**config.mk**
```make
export PLATFORM = sky130hd
export DESIGN_NAME = sr_cmd_conditioner_flat
export DESIGN_NICKNAME = d
export VERILOG_FILES = /design/src/rtl/sr_cmd_pkg.sv /design/src/rtl/sr_cmd_conditioner_if.sv /design/src/rtl/sr_debounce_ch.sv /design/src/rtl/sr_cmd_conditioner.sv /design/src/flat_wrapper.sv
export SDC_FILE = /design/constraint.sdc
export NUM_CORES = 1
export LEC_CHECK = 0
export CAP_MARGIN = 10
export CORE_MARGIN = 2
export CORE_UTILIZATION = 30
export CTS_CLUSTER_SIZE = 8
export DETAILED_ROUTE_END_ITERATION = 6
export SYNTH_ARGS = -nofsm -noshare
export SYNTH_HDL_FRONTEND = slang
export SYNTH_HIERARCHICAL = 1
export SYNTH_SLANG_ARGS = --single-unit
```
**constraint.sdc**
```tcl
create_clock -name clk -period 1.34 [get_ports clk]
set_clock_uncertainty 0.05 [all_clocks]
set_input_delay 0.402 -clock clk [delete_from_list [all_inputs] [get_ports clk]]
set_output_delay 0.402 -clock clk [all_outputs]
set_load 0.05 [all_outputs]
```
**src/rtl/sr_cmd_pkg.sv**
```systemverilog
// sr_cmd_pkg: shared definitions for the S/R command conditioner
//   state_t  : per-channel debounce FSM encoding (2-bit)
//   PRIO_*   : SET_WINS encodings for simultaneous-press arbitration
package sr_cmd_pkg;
   typedef enum logic [1:0] {
      ST_LO   = 2'd0,
      ST_RISE = 2'd1,
      ST_HI   = 2'd2,
      ST_FALL = 2'd3
   } state_t;
   localparam int PRIO_CLR = 0;
   localparam int PRIO_SET = 1;
endpackage

```
**src/rtl/sr_cmd_conditioner_if.sv**
```systemverilog
// sr_cmd_conditioner_if: button inputs and conditioned S/R outputs
//   set_btn, clr_btn : raw button requests (driven by master)
//   s_out, r_out     : one-cycle S/R pulses
//   conflict         : one-cycle flag, both channels pressed in the same cycle
//   set_lvl, clr_lvl : debounced button levels
interface sr_cmd_conditioner_if;
   logic set_btn;
   logic clr_btn;
   logic s_out;
   logic r_out;
   logic conflict;
   logic set_lvl;
   logic clr_lvl;
   modport master (output set_btn, clr_btn, input s_out, r_out, conflict, set_lvl, clr_lvl);
   modport slave  (input set_btn, clr_btn, output s_out, r_out, conflict, set_lvl, clr_lvl);
endinterface

```
**src/rtl/sr_debounce_ch.sv**
```systemverilog
// sr_debounce_ch: one button channel, optional 2-flop sync, debounce FSM and counter
//   clk, rst : clock, asynchronous active-high reset
//   btn      : raw button input
//   lvl      : debounced level
//   press    : one-cycle pulse on an accepted rising level
// Build option: SR_CMD_SYNC_EN adds the 2-flop synchroniser on btn.
module sr_debounce_ch
   import sr_cmd_pkg::*;
#(
   parameter  int DEBOUNCE_CYCLES = 16,
   localparam int CNT_W = $clog2(DEBOUNCE_CYCLES + 1)
) (
   input  logic clk,
   input  logic rst,
   input  logic btn,
   output logic lvl,
   output logic press
);
   localparam logic [CNT_W-1:0] LAST = CNT_W'(DEBOUNCE_CYCLES - 1);
   logic x;
   state_t st, st_d;
   logic [CNT_W-1:0] cnt, cnt_d;
   logic lvl_d, press_d;
`ifdef SR_CMD_SYNC_EN
   logic [1:0] sync;
   always_ff @(posedge clk or posedge rst)
      if (rst) sync <= '0;
      else     sync <= {sync[0], btn};
   assign x = sync[1];
`else
   assign x = btn;
`endif
   always_ff @(posedge clk or posedge rst)
      if (rst) begin
         st    <= ST_LO;
         cnt   <= '0;
         lvl   <= 1'b0;
         press <= 1'b0;
      end else begin
         st    <= st_d;
         cnt   <= cnt_d;
         lvl   <= lvl_d;
         press <= press_d;
      end
   // Counter stops at LAST: the state changes on the next agreeing sample instead of wrapping.
   always_comb begin
      st_d    = st;
      cnt_d   = cnt;
      lvl_d   = lvl;
      press_d = 1'b0;
      case (st)
         ST_LO:
            if (x) begin
               st_d  = ST_RISE;
               cnt_d = CNT_W'(1);
            end else cnt_d = '0;
         ST_RISE:
            if (!x) begin
               st_d  = ST_LO;
               cnt_d = '0;
            end else if (cnt == LAST) begin
               st_d    = ST_HI;
               cnt_d   = '0;
               lvl_d   = 1'b1;
               press_d = 1'b1;
            end else cnt_d = cnt + CNT_W'(1);
         ST_HI:
            if (!x) begin
               st_d  = ST_FALL;
               cnt_d = CNT_W'(1);
            end
         ST_FALL:
            if (x) begin
               st_d  = ST_HI;
               cnt_d = '0;
            end else if (cnt == LAST) begin
               st_d  = ST_LO;
               cnt_d = '0;
               lvl_d = 1'b0;
            end else cnt_d = cnt + CNT_W'(1);
      endcase
   end
endmodule

```
**src/rtl/sr_cmd_conditioner.sv**
```systemverilog
// sr_cmd_conditioner: debounces set/clear buttons into exclusive one-cycle S/R pulses
//   clk, rst : clock, asynchronous active-high reset
//   bus      : sr_cmd_conditioner_if.slave (set_btn, clr_btn in; s_out, r_out, conflict,
//              set_lvl, clr_lvl out)
// Build option: SR_CMD_SYNC_EN enables input synchronisers in both channels.
module sr_cmd_conditioner
   import sr_cmd_pkg::*;
#(
   parameter int DEBOUNCE_CYCLES = 16,
   parameter int SET_WINS        = PRIO_CLR
) (
   input logic clk,
   input logic rst,
   sr_cmd_conditioner_if.slave bus
);
   logic set_press, clr_press;
   localparam logic set_pri = (SET_WINS == PRIO_SET);
   sr_debounce_ch #(.DEBOUNCE_CYCLES(DEBOUNCE_CYCLES)) u_set (
      .clk  (clk),
      .rst  (rst),
      .btn  (bus.set_btn),
      .lvl  (bus.set_lvl),
      .press(set_press)
   );
   sr_debounce_ch #(.DEBOUNCE_CYCLES(DEBOUNCE_CYCLES)) u_clr (
      .clk  (clk),
      .rst  (rst),
      .btn  (bus.clr_btn),
      .lvl  (bus.clr_lvl),
      .press(clr_press)
   );
   // Only the priority channel may pulse on a tie, so S and R are never high together.
   always_ff @(posedge clk or posedge rst)
      if (rst) begin
         bus.s_out    <= 1'b0;
         bus.r_out    <= 1'b0;
         bus.conflict <= 1'b0;
      end else begin
         bus.s_out    <= set_press & (!clr_press | set_pri);
         bus.r_out    <= clr_press & (!set_press | !set_pri);
         bus.conflict <= set_press & clr_press;
      end
endmodule
```
**src/flat_wrapper.sv**
```systemverilog
// flat-port wrapper written by rule: the top's interface ports become plain ports
module sr_cmd_conditioner_flat import sr_cmd_pkg::*;
#(
   parameter int DEBOUNCE_CYCLES = 16,
   parameter int SET_WINS        = PRIO_CLR
)
  (clk, rst, bus_set_btn, bus_clr_btn, bus_s_out, bus_r_out, bus_conflict, bus_set_lvl, bus_clr_lvl);
  sr_cmd_conditioner_if bus_i ();
  input logic clk;
  input logic rst;
  input wire logic [$bits(bus_i.set_btn)-1:0] bus_set_btn;
  input wire logic [$bits(bus_i.clr_btn)-1:0] bus_clr_btn;
  output wire logic [$bits(bus_i.s_out)-1:0] bus_s_out;
  output wire logic [$bits(bus_i.r_out)-1:0] bus_r_out;
  output wire logic [$bits(bus_i.conflict)-1:0] bus_conflict;
  output wire logic [$bits(bus_i.set_lvl)-1:0] bus_set_lvl;
  output wire logic [$bits(bus_i.clr_lvl)-1:0] bus_clr_lvl;
  assign bus_i.set_btn = bus_set_btn;
  assign bus_i.clr_btn = bus_clr_btn;
  assign bus_s_out = bus_i.s_out;
  assign bus_r_out = bus_i.r_out;
  assign bus_conflict = bus_i.conflict;
  assign bus_set_lvl = bus_i.set_lvl;
  assign bus_clr_lvl = bus_i.clr_lvl;
  sr_cmd_conditioner #(.DEBOUNCE_CYCLES(DEBOUNCE_CYCLES), .SET_WINS(SET_WINS)) u_core (.clk(clk), .rst(rst), .bus(bus_i));
endmodule
```
After elaboration in Yosys (flattened, before gate mapping)
Cells that the tools add are included.
{"block": "word_totals", "register_bits": 21, "inputBits": 4, "out_inout_bits": 5, "elab_cells": 90}
{"block": "op_classes", "n_addsub": 2, "n_eq_ne": 24, "muxes": 42, "bitwise_logic": 2, "n_reduce_logical": 9}
{"op": "$mux 5", "count": 8}
{"op": "$pmux 5 s4", "count": 2}
{"op": "$mux 2", "count": 12}
{"op": "$ne 2x2->1 const B", "count": 12}
{"op": "$mux 1", "count": 16}
{"op": "$pmux 2 s4", "count": 2}
{"op": "$ne 3x3->1 const B", "count": 4}
{"op": "$add 5x1->5 const B", "count": 2}
{"op": "$eq 5x4->1 const B", "count": 2}
{"op": "$reduce_and 5->1", "count": 2}
{"op": "$eq 2x2->1 const B", "count": 4}
{"op": "$reduce_and 4->1", "count": 2}
{"op": "$eq 2x1->1 const B", "count": 2}
{"op": "$logic_not 2->1", "count": 2}
{"op": "$pmux 1 s2", "count": 2}
{"op": "$reduce_bool 2->1", "count": 2}
{"op": "$and 1x1->1", "count": 2}
{"op": "$logic_not 1->1", "count": 1}

Logic depth before layout (Yosys ltp)
{"block": "logic_depth", "ltp_word": 4, "ltp_mapped": 5, "ltp_nobuf": 5}

Hierarchy
Netlist, hierarchy kept.
{"mod": "sr_debounce_ch", "instances": 2, "cells_per_inst": 44, "area_each_um2": 467.9, "seq_area_each_um2": 225.2}
{"mod": "sr_cmd_conditioner", "instances": 1, "cells_per_inst": 6, "area_each_um2": 95.1, "seq_area_each_um2": 75.1}

Worst setup path after synthesis
No wires, ideal clock.
{"block": "synth_timing", "path_kind": "register to register", "startpoint": "reg u_core.u_clr.cnt[0]", "endpoint": "reg u_core.u_clr.lvl", "setup_ps": 124, "t_arrival_ps": 1215, "setup_slack_ps": -49, "stages_incl_launch_ff": 6, "period_less_slack_ps": 1389, "cell_sequence": "dfrtp_1 > ha_1 > and4b_4 > nand2_4 > nor3_2 > a211o_1"}
{"block": "synth_between", "elab_chain_len": 3}
{"element": "start: declaration", "line_no": "sr_debounce_ch.sv:22", "source": "logic [CNT_W-1:0] cnt, cnt_d;"}
{"element": "start signal: assignment", "line_no": "sr_debounce_ch.sv:41", "source": "cnt <= cnt_d;"}
{"element": "$eq 5x4->1 (*)", "line_no": "sr_debounce_ch.sv:61, sr_debounce_ch.sv:76"}
{"element": "$ne 2x2->1 (no line)"}
{"element": "$reduce_and 5->1 (no line) (*)"}
{"element": "end signal: assignment", "line_no": "sr_debounce_ch.sv:42", "source": "lvl <= lvl_d;"}
{"element": "end: declaration", "line_no": "sr_debounce_ch.sv:16", "source": "output logic lvl,"}
Mark *: on every way between the ends. The rest lies on a longest branch, timed or not.
A chain may end at the register's enable or synchronous reset.

Worst setup path in the final report
{"block": "layout_timing", "startpoint": "reg u_core.u_set.lvl", "endpoint": "out bus_set_lvl"}
{"element": "start: declaration", "line_no": "sr_debounce_ch.sv:16"}
{"element": "start signal: assignment", "line_no": "sr_debounce_ch.sv:42"}
{"element": "end: declaration", "line_no": "flat_wrapper.sv:16", "source": "output wire logic [$bits(bus_i.set_lvl)-1:0] bus_set_lvl;"}
No word-level cell between the ends.

==> flow_metrics.env <==
export IMPL_arrival_ps=910
export IMPL_final_cell_mix="dfrtp_1 (21), buf_4 (20), nand2_1 (8)"
export IMPL_min_period_ps=1360
export IMPL_worstPathRequired_ps=890
export IMPL_clk_pin_slew_ps=110
export IMPL_finalNetCount=134
export IMPL_slew_headroom_pct=75.5
export IMPL_grt_use_met3_pct=1.08
export IMPL_worst_slew_pin_slew_ps=368
export IMPL_layout_commonest_cell="dfrtp_1"
export IMPL_grt_pass1_wl_mm=3.41
export IMPL_dr_pass1_iters=4
export IMPL_htreeDepth=1
export IMPL_dp_slack_ps=-337
export IMPL_hpwl_mm=1.44
export IMPL_critPathMaxFanout=3
export IMPL_synthesis_nets=100
export IMPL_drt_initial_drc_count=27
export IMPL_cts_max_path_buffers=2
export IMPL_num_vias=804
export IMPL_ir_drop_v=0.000287
export IMPL_drive_above_1_share_pct=40.2
export IMPL_antenna_found_initial=0
export IMPL_cp_num_buf_inv=1
export IMPL_areaGrowthSynthToFinish_pct=41.0
export IMPL_use_met2_pct=17.6
export IMPL_clock_sinks=21
export IMPL_synth_top_area_cell="dfrtp_1"
export IMPL_drv_slew=0
export IMPL_grt_use_total_pct=11.0
export IMPL_fp_dieArea_sq_um=3920
export IMPL_rsz0062_at_grt="yes"
export IMPL_yosysWarnings=6
export IMPL_critical_path_depth=1
export IMPL_fp_dieH_microns=62.6
export IMPL_p_leak_uw=0.000660
export IMPL_grt_max_degree=12
export IMPL_ys_ff_latch=21
export IMPL_crit_path_top_delay_cell="dfrtp_1"
export IMPL_p_per_area_nw_per_um2=821
export IMPL_ys_seq_area_share_pct=51.0
export IMPL_criticalPathCategory="reg -> out"
export IMPL_ios=9
export IMPL_setup_viol=2
export IMPL_antenna_left=0
export IMPL_cp_start_kind="register"
export IMPL_rr_worst_depth=5
export IMPL_cts_root_buf="clkbuf_4"
export IMPL_cts_buffers=3
export IMPL_io_buffers=8
export IMPL_initial_core_util_pct=31.1
export IMPL_hold_viol=0
export IMPL_status="complete, but fails checks"
export IMPL_synth_area_top_cells="dfrtp_1 (51%), nand2_1 (3.6%), nand3b_1 (2.9%), and4b_4 (2.7%), ha_1 (2.4%)"
export IMPL_failed_checks="setup timing"
export IMPL_wl_per_cell_microns=11.6
export IMPL_crit_path_max_incr_delay_ps=440
export IMPL_timing_fmax_mhz=737
export IMPL_gp_congestion=0.918
export IMPL_fin_tns_setup_ps=-32.8
export IMPL_synth_cell_types=29
export IMPL_antenna_cells=0
export IMPL_synth_top_cell_area_share_pct=51.0
export IMPL_route_detailed_drc=0
export IMPL_cts_tree="built"
export IMPL_syn_area_sq_um=1030
export IMPL_worstSetupEndpointType="output pin"
export IMPL_min_path_type="in -> async"
export IMPL_rows=21
export IMPL_avgSynthCellArea_sq_um=11.0
export IMPL_routed_wl_mm=2.01
export IMPL_syn_inst=94
export IMPL_maxCapViolCount=0
export IMPL_die_x_microns=62.6
export IMPL_insertion_delay_ps=300
export IMPL_fin_crit_sh_pct=101
export IMPL_grt_overflow=0
export IMPL_met1_usage_pct=14.0
export IMPL_layout_setup_ws_ps=-17.7
export IMPL_cpLargestDelayFamily="flip-flops"
export IMPL_crit_chain="buf_12"
export IMPL_busiest_layer="met2"
export IMPL_coreArea_sq_um=3310
export IMPL_grt_pass1_vias=785
export IMPL_via_per_inst=4.65
-- cell usage after synthesis (all sizes together) --
| master | instances |
|---|---|
| and4b | 2 |
| a211o | 2 |
| inv | 5 |
| nand4b | 2 |
| nand3 | 4 |
| o31ai | 2 |
| o21a | 2 |
| nand2 | 12 |
| a31oi | 2 |
| o21ai | 6 |
| a22o | 2 |
| xor2 | 2 |
| nand2b | 4 |
| nand3b | 4 |
| dfrtp | 21 |
| xnor2 | 2 |
| and2b | 1 |
| buf | 2 |
| a32o | 2 |
| o211a | 2 |
| nor2 | 2 |
| nor3 | 2 |
| a21boi | 2 |
| ha | 2 |
| nor3b | 2 |
| and2 | 3 |
-- registers in the layout, indices dropped and copies added, names as in the netlist, named ones only --
name	flops
u_core/u_clr/cnt	5
u_core/u_set/cnt	5
u_core/bus.conflict	1
u_core/u_set/press	1
u_core/u_clr/press	1
u_core/bus.r_out	1
u_core/u_clr/st	1
u_core/u_clr/lvl	1
u_core/u_set/st	1
u_core/bus.s_out	1
u_core/u_set/lvl	1
-- kinds of logic after synthesis --
group	count (synthesis)	synth area share [%]
simple gates	38	24.6
compound gates	22	15.8
flops	21	51.0
buf+inv	7	2.79
xor+xnor	4	3.40
fa+ha+maj	2	2.43
-- worst paths after layout --
path                       slack, ps                             from                               to
max in group asynchronous        610                              rst  u_core/u_set/cnt[0]$_DFFE_PP0P_
hold / removal                   260                              rst    u_core/bus.conflict$_DFF_PP0_
hold reg to reg                  380     u_core/u_clr/press$_DFF_PP0_       u_core/bus.r_out$_DFF_PP0_
setup reg to reg                  20  u_core/u_set/cnt[1]$_DFFE_PP0P_     u_core/u_set/lvl$_DFFE_PP0P_
min in group clk                 380     u_core/u_clr/press$_DFF_PP0_       u_core/bus.r_out$_DFF_PP0_
setup / recovery                 -20     u_core/u_set/lvl$_DFFE_PP0P_                      bus_set_lvl
-- cell type report --
| cell class | count | area (sq um) |
|---|---|---|
| multi-input cells | 66 | 507 |
| repair buffers | 31 | 319 |
| clock buffers | 4 | 26.3 |
| flip-flops and latches | 21 | 526 |
| well taps | 46 | 57.6 |
| inverters | 5 | 18.8 |
| fillers | 338 | 1860 |
-- routing by layer --
metal / share of wire (%) / wire, microns
met5: 0 / 0
met2: 47 / 945
met4: 2.6 / 52
met3: 3.5 / 70
met1: 47 / 943
-- repair_timing --
action / in CTS / in global routing
buffers inserted: 3 / 4
hold buffers: 0 / 0
pin swaps: 7 / 4
resized for setup: 1 / 12
endpoints found under the setup margin: 9 / 18
-- report_power, final --
| part | internal [uW] | total, uW | switching, uW |
|---|---|---|---|
| Combinational | 112 | 202 | 90.0 |
| Sequential | 658 | 682 | 23.7 |
| Clock | 116 | 309 | 193 |
| Total | 887 | 1190 | 306 |
-- worst register-to-register path, stage by stage (launching register included) --
cell and delay [ps]:
dfrtp_1 410, ha_2 190, and4b_4 200, nand2_4 90
nor3_2 50, a211o_1 230
-- stage by stage --
stage | total power (uW) | area, sq um | hold slack, ps | std cells | utilization [%]
after floorplan | 785 | 1040 | 106 | 94 | -
after global placement | 869 | 1330 | 338 | 162 | 40.3
after detailed placement | 876 | 1330 | 350 | 162 | 40.3
after CTS | 1200 | 1380 | 252 | 169 | 41.8
after global routing | 1270 | 1450 | 259 | 173 | 43.9
final | 1190 | 1450 | 264 | 173 | 43.9
(Power assumes the default switching activity.)
